==> config.mk <==
export PLATFORM = sky130hd
export DESIGN_NAME = render
export DESIGN_NICKNAME = d
export VERILOG_FILES = /design/src/rtl/render.sv
export SDC_FILE = /design/constraint.sdc
export NUM_CORES = 1
export LEC_CHECK = 0
export ABC_AREA = 1
export CAP_MARGIN = 10
export CELL_PAD_IN_SITES_DETAIL_PLACEMENT = 0
export CELL_PAD_IN_SITES_GLOBAL_PLACEMENT = 1
export CORE_MARGIN = 5
export CORE_UTILIZATION = 50
export DETAILED_ROUTE_END_ITERATION = 6
export GPL_ROUTABILITY_DRIVEN = 0
export MAX_ROUTING_LAYER = met4
export PLACE_DENSITY_LB_ADDON = 0.05
export SYNTH_ARGS = -nofsm -noshare
export SYNTH_HDL_FRONTEND = slang
export SYNTH_SLANG_ARGS = --single-unit
==> constraint.sdc <==
create_clock -name clk_in -period 10.8 [get_ports clk_in]
set_clock_uncertainty 0.1 [all_clocks]
set_input_delay 2.16 -clock clk_in [delete_from_list [all_inputs] [get_ports clk_in]]
set_output_delay 2.16 -clock clk_in [all_outputs]
set_load 0.02 [all_outputs]
==> src/rtl/render.sv <==
// Scene renderer: maps a screen pixel to the RGB888 colour of a car moving over ground and sky.
// Latency: 2 cycles from hcount_in/vcount_in sampling to color_out; car_x steps once per start_in pulse.
// Backpressure: none; one pixel is accepted every cycle and color_out is always driven.
module render #(
   parameter int PIXEL_SCALE = 1
) (
   input  logic        clk_in,
   input  logic        rst_in,
   input  logic [10:0] hcount_in,
   input  logic [9:0]  vcount_in,
   input  logic        start_in,
   output logic [23:0] color_out
);

   localparam logic [23:0] COL_BLACK  = 24'h000000;
   localparam logic [23:0] COL_WHEEL  = 24'h202020;
   localparam logic [23:0] COL_BODY   = 24'hFF0000;
   localparam logic [23:0] COL_GROUND = 24'h228B22;
   localparam logic [23:0] COL_SKY    = 24'h87CEEB;

   localparam logic [10:0] CAR_WRAP   = 11'd640;
   localparam logic [11:0] WHEEL_Y    = 12'd292;
   localparam logic [11:0] WHEEL1_OFS = 12'd8;
   localparam logic [11:0] WHEEL2_OFS = 12'd32;
   localparam logic [11:0] BODY_W     = 12'd40;
   localparam logic [10:0] BODY_Y0    = 11'd268;
   localparam logic [10:0] BODY_Y1    = 11'd284;
   localparam logic [10:0] GROUND_Y   = 11'd300;
   localparam logic [23:0] WHEEL_R2   = 24'd64;

   // Car position state
   logic [9:0]  car_x_q, car_x_d;
   logic [10:0] car_sum;

   // Stage 1 registers: geometry terms derived from the sampled pixel
   logic               active_q, active_d;
   logic               body_q, body_d;
   logic               ground_q, ground_d;
   logic signed [11:0] dx1_q, dx1_d;
   logic signed [11:0] dx2_q, dx2_d;
   logic signed [11:0] dy_q, dy_d;

   // Stage 2 register: final colour
   logic [23:0] color_q, color_d;

   // Stage 1 working signals
   logic [10:0] wx, wy;
   logic [11:0] wx_ext, car_ext;

   // Stage 2 working signals
   logic signed [23:0] dx1_w, dx2_w, dy_w;
   logic [23:0]        dist1, dist2;
   logic               wheel;

   // Car advances two world pixels per start pulse and wraps to the left edge
   always_comb begin
      car_sum = {1'b0, car_x_q} + 11'd2;
      car_x_d = car_x_q;
      if (start_in) begin
         car_x_d = (car_sum >= CAR_WRAP) ? 10'd0 : car_sum[9:0];
      end
   end

   // Stage 1: world coordinates, region flags and wheel offsets, all unwrapped so shapes clip
   always_comb begin
      wx       = 11'(hcount_in >> PIXEL_SCALE);
      wy       = 11'(vcount_in) >> PIXEL_SCALE;
      wx_ext   = {1'b0, wx};
      car_ext  = {2'b00, car_x_q};
      active_d = (hcount_in < 11'd1280) && (vcount_in < 10'd720);
      body_d   = (wx_ext >= car_ext) && (wx_ext < car_ext + BODY_W)
                 && (wy >= BODY_Y0) && (wy < BODY_Y1);
      ground_d = (wy >= GROUND_Y);
      dx1_d    = $signed(wx_ext) - $signed(car_ext + WHEEL1_OFS);
      dx2_d    = $signed(wx_ext) - $signed(car_ext + WHEEL2_OFS);
      dy_d     = $signed({1'b0, wy}) - $signed(WHEEL_Y);
   end

   // Stage 2: wheel distance test and colour priority selection
   always_comb begin
      dx1_w = 24'(dx1_q);
      dx2_w = 24'(dx2_q);
      dy_w  = 24'(dy_q);
      dist1 = $unsigned(dx1_w * dx1_w) + $unsigned(dy_w * dy_w);
      dist2 = $unsigned(dx2_w * dx2_w) + $unsigned(dy_w * dy_w);
      wheel = (dist1 < WHEEL_R2) || (dist2 < WHEEL_R2);
      if (!active_q) begin
         color_d = COL_BLACK;
      end else if (wheel) begin
         color_d = COL_WHEEL;
      end else if (body_q) begin
         color_d = COL_BODY;
      end else if (ground_q) begin
         color_d = COL_GROUND;
      end else begin
         color_d = COL_SKY;
      end
   end

   // Pipeline and car state registers; reset overrides any start pulse
   always_ff @(posedge clk_in or posedge rst_in) begin
      if (rst_in) begin
         car_x_q  <= '0;
         active_q <= 1'b0;
         body_q   <= 1'b0;
         ground_q <= 1'b0;
         dx1_q    <= '0;
         dx2_q    <= '0;
         dy_q     <= '0;
         color_q  <= '0;
      end else begin
         car_x_q  <= car_x_d;
         active_q <= active_d;
         body_q   <= body_d;
         ground_q <= ground_d;
         dx1_q    <= dx1_d;
         dx2_q    <= dx2_d;
         dy_q     <= dy_d;
         color_q  <= color_d;
      end
   end

   assign color_out = color_q;

endmodule

### Word-level counts from Yosys, hierarchy flattened

Cells that the tools add are included.

* reduce and logical (&&, ||, !) cells: 5
* $lt $le $gt $ge: 10
* muxes and demuxes: 5
* $mul: 3
* add/subtract/negate cells: 9

Operators by type and width (count)
* $mux 24: 4
* $add 24x24->24: 2
* $lt 24x7->1 const B: 2
* $mul 12x12->24: 2
* $sub 10x11->12: 2
* $add 10x6->11 const B: 2
* $mul 10x10->20: 1
* $ge 9x9->1 const B: 2
* $add 10x2->11 const B: 1
* $add 10x4->11 const B: 1
* $ge 11x10->1 const B: 1
* $lt 10x11->1: 1
* $lt 11x11->1 const B: 1
* $ge 10x10->1: 1
* $lt 10x10->1 const B: 1
* $mux 10: 1
* $sub 9x9->10 const B: 1
* $lt 9x9->1 const B: 1
* $logic_and 1x1->1: 4
* $logic_or 1x1->1: 1

* bits in registers: 71
* bits of input ports: 24
* logic and storage cells: 40
* output and inout port bits: 24

### Longest topological paths before layout

Gate-level depths: netlist of the first run.

* depth after elaboration: 6
* mapped depth: 46
* gate-level depth less buffers: 45

### Least setup slack after synthesis of the first run

OpenSTA, ideal clock, no wires.

* path kind: reg-to-reg
* start: register dy_q[7]
* end: register color_q[5] (netlist: color_out[5])
* period minus slack after synthesis: 9.077 ns
* path buffers: 1
* data required time: 10.635 ns
* setup slack: 1.723 ns
* cell stages (with the launch flop): 41
* arrival: 8.912 ns
* library setup time: 0.065 ns
* path through: dfrtp_1 -> clkbuf_1 -> nand2_1 -> fa_1 -> fa_1 -> inv_1 -> fa_1 -> fa_1 -> inv_1 -> fa_1 -> inv_1 -> ha_1 -> nand2_2 -> inv_1 -> a21oi_2 -> nand2_2 -> a21oi_1 -> inv_1 -> (+5 left out) -> fa_1 -> fa_1 -> fa_1 -> inv_1 -> fa_1 -> ha_1 -> ha_1 -> a21o_1 -> a21oi_1 -> nand3_1 -> xor2_1 -> a21oi_1 -> nand4_1 -> nor2_1 -> nand4_1 -> nand2_1 -> nand2_2 -> nand2_1

* cells in the longest elaborated chain, start to end: 6
* elaborated cells between the ends (all ways): 8
* classes of those cells: add/sub: 2; mul: 1; order compare: 2; mux: 2; reduce/logical: 1

RTL lines
* start, declared: line 41 `logic signed [11:0] dy_q, dy_d;`
* start signal, assigned: line 118 `dy_q <= dy_d;`
* $mul 10x10->20 (*): line 84, 85
* $add 24x24->24 (on tied branches): line 84, 85
* $lt 24x7->1: line 86 `wheel = (dist1 < WHEEL_R2) || (dist2 < WHEEL_R2);`
* $logic_or 1x1->1 (*): line 86
* $mux 24 (*): line 89 `end else if (wheel) begin`
* $mux 24 (*): line 87 `if (!active_q) begin`
* via color_d[5]: line 44 `logic [23:0] color_q, color_d;`
* end signal, assigned: line 119 `color_q <= color_d;`
* end, declared: line 44

The timed path passes the listed nets; every way through them passes the cells marked *.
A chain may end at the register's enable or synchronous reset.

### Final worst setup path of the first run

* start: register, netlist name dy_q[9]
* end: register color_q[21] (netlist: color_out[21])

* cells in the longest elaborated chain, start to end: 6
* elaborated cells between the ends (all ways): 8
* classes of those cells: add/sub: 2; mul: 1; order compare: 2; mux: 2; reduce/logical: 1

RTL lines (line)
* $mul 10x10->20 (*): 84, 85
* $add 24x24->24 (on tied branches): 84, 85
* $lt 24x7->1: 86
* $logic_or 1x1->1 (*): 86
* $mux 24 (*): 89
* $mux 24 (*): 87
* via color_d[21]: 44

Marked as above.

==> results of run 1 <==
registers in the layout, summed over array words and instances (netlist names):
name / count
ground_q: 1
car_x_q: 9
dx1_q: 9
color_out: 9
dy_q: 10
active_q: 1
body_q: 1
dx2_q: 12
metrics by stage:
step / instance area [sq um] / worst slack, ns / util (%) / cells
CTS: 19100 / 0.703 / 53.5 / 2670
finish: 19100 / 0.829 / 53.5 / 2671
floorplan: 18200 / 1.72 / - / 2209
global route: 19100 / 0.149 / 53.5 / 2671
detailed placement: 19000 / 0.776 / 53.0 / 2662
global placement: 19000 / 0.773 / 53.0 / 2662
metal layers:
| metal | GRT usage [%] | part of all wire, % | vias to the layer above |
|---|---|---|---|
| met5 | - | 0 | - |
| met3 | 1.11 | 2.3 | 23 |
| met2 | 33.3 | 49 | 119 |
| met1 | 26.3 | 47 | 6053 |
| met4 | 3.44 | 1.8 | 0 |
| li1 | - | - | 6299 |
worst max-delay path by stage:
stage / to / slack, ns
after global routing: color_out[5] / 0.15
final: color_out[21] / 0.83
after detailed placement: color_out[21] / 0.78
after global placement: color_out[21] / 0.77
after CTS: color_out[21] / 0.70
after floorplan: color_out[5] / 1.72
Yosys cell counts (5+ instances only):
library cell | instances | area [sq um]
clkbuf_1 | 41 | 154
nor3_1 | 9 | 45.0
o21bai_1 | 8 | 60.1
a31oi_1 | 5 | 31.3
a21oi_1 | 78 | 390
or2_2 | 10 | 62.6
inv_1 | 725 | 2720
fa_1 | 364 | 7290
xnor2_1 | 35 | 307
nand3b_1 | 6 | 45.0
xor2_1 | 62 | 543
a21o_1 | 5 | 37.5
nand3_1 | 55 | 275
nand2_1 | 357 | 1340
nor2_1 | 86 | 323
nand4_1 | 12 | 75.1
nand2_2 | 10 | 62.6
dfrtp_1 | 52 | 1300
buf_4 | 15 | 113
ha_1 | 209 | 2620
o21ai_0 | 29 | 145
final cells by class:
cell class / instances / area (sq um) / area share, %
inverter: 729 / 2740 / 14.3
tap: 461 / 577 / 3.02
clock inverter: 3 / 22.5 / 0.118
multi-input combinational: 1371 / 13900 / 72.5
timing repair buffer: 50 / 493 / 2.58
clock buffer: 5 / 125 / 0.654
sequential: 52 / 1300 / 6.80
logic make-up (layout without fill, tap and decap cells):
kind of cell	after synthesis	in the layout	synth area share, %
buffers and inverters	786	787	16.6
adder cells (fa/ha/maj)	573	573	54.5
AND/OR/NAND/NOR	557	557	12.8
AO/OA/AOI/OAI	139	139	4.28
XOR/XNOR	97	97	4.68
flip-flops	52	52	7.16
other	2	5	0.0413
worst max-delay path: cells and delay by family, from the launching register on:
| kind | cells | cell delay (ns) |
|---|---|---|
| fa+ha+maj | 12 | 5.53 |
| simple gates | 12 | 1.35 |
| compound gates | 5 | 1.20 |
| buf+inv | 10 | 0.68 |
| flops | 1 | 0.58 |
| xor+xnor | 1 | 0.41 |
==> metrics.yaml, run 1 <==
status: "completed"
crit_arrival_ns: 10.05
rsz0062_at_grt: "false"
io_buffers: 42
worst_setup_path_start_kind: "register"
ys.flop_type: "dfrtp_1"
grt_max_degree: 53
core-area_sq_mm: 0.0357
die_h_microns: 201
clkSinkCount: 52
crit_slowest_cell: "o311ai_0"
hp-class: "register to register"
hold_viol_final: 0
num_vias: 12500
cts-root-buf: "clkbuf_16"
nets: 2806
period_needed_ns: 9.97
hold_end: "color_out[8]"
holdPathStages: 3
relSlewSlack_pct: 35.7
synth_edf_count: 0
finalCritPeriodShare_pct: 92.3
cp_max_fo: 12
grt_pass1_wl_microns: 63800
antennaDiodeCount: 0
rows: 69
critical_path_class: "register to register"
r2r-start: "dy_q[9]"
ctsResizeCount: 0
hpwl_microns: 32400
r2r_cells: 40
cap_violations: 0
hold_start: "body_q"
track_usage_pct: 19.5
io_pins: 48
synth_area_sq_mm: 0.0182
cp-end-kind: "register"
max_freq_ghz: 0.100
startpoint: "dy_q[9]"
hold_slack_ns: 0.410
synth_cells: 2206
drtIter0Drc: 388
overflow: 0
cts_tree: "done"
start_util_pct: 50.8
nFillCells: 3548
timing.rr.end: "color_out[21]"
setup_viol: 0
required_ns: 10.88
report.final.slew_viol_count: 0
wl_microns: 36300
cts_max_level: 2
ant_nets: 0
reg2reg_slack_ns: 0.83
drc: 0
grt_pass1_vias: 13500
ys_seq_area_share_pct: 7.16
layout_commonest_cell: "inv_1"
ys_ff_latch: 52
routedWlPerCell_microns: 13.6
most-common-layout-cells: "724 x inv_1, 364 x fa_1, 357 x nand2_1, 209 x ha_1, 86 x nor2_1"
synthArstFlopShare_pct: 100
dieArea_sq_mm: 0.0403
clkSlewWorstSetupHoldPaths_ns: 0.07
viasPerCell: 4.68
drive_above_1_share_pct: 2.35
cts_setup_buffers: 0
hold_buffers: 0
ys_warn_count: 0
clock_latency_ns: 0.30
worstMarginPinSlew_ns: 0.964
syn_to_final_growth_pct: 5.27
synth_cell_types: 43
firstDrtPassIters: 5
die_w_microns: 201
clk_path_buf_depth: 2
cts_inserted_buffers: 5
syn_avg_cell_area_sq_um: 8.24
antenna_found_initial: 0
slowest_delay_ns: 0.59
setup-tns-final_ns: 0
Power of run 1 is left out: the tool's default activity adds up to more than one toggle a clock period on the data nets, which glitch-free logic cannot reach.
==> run 2: changes to the inputs <==
CTS_CLUSTER_SIZE = 12   (was unset)
==> results of run 2 <==
No change in the layout: final DEF, timing and power equal those of run 1.
Power of run 2 is left out for the same reason.
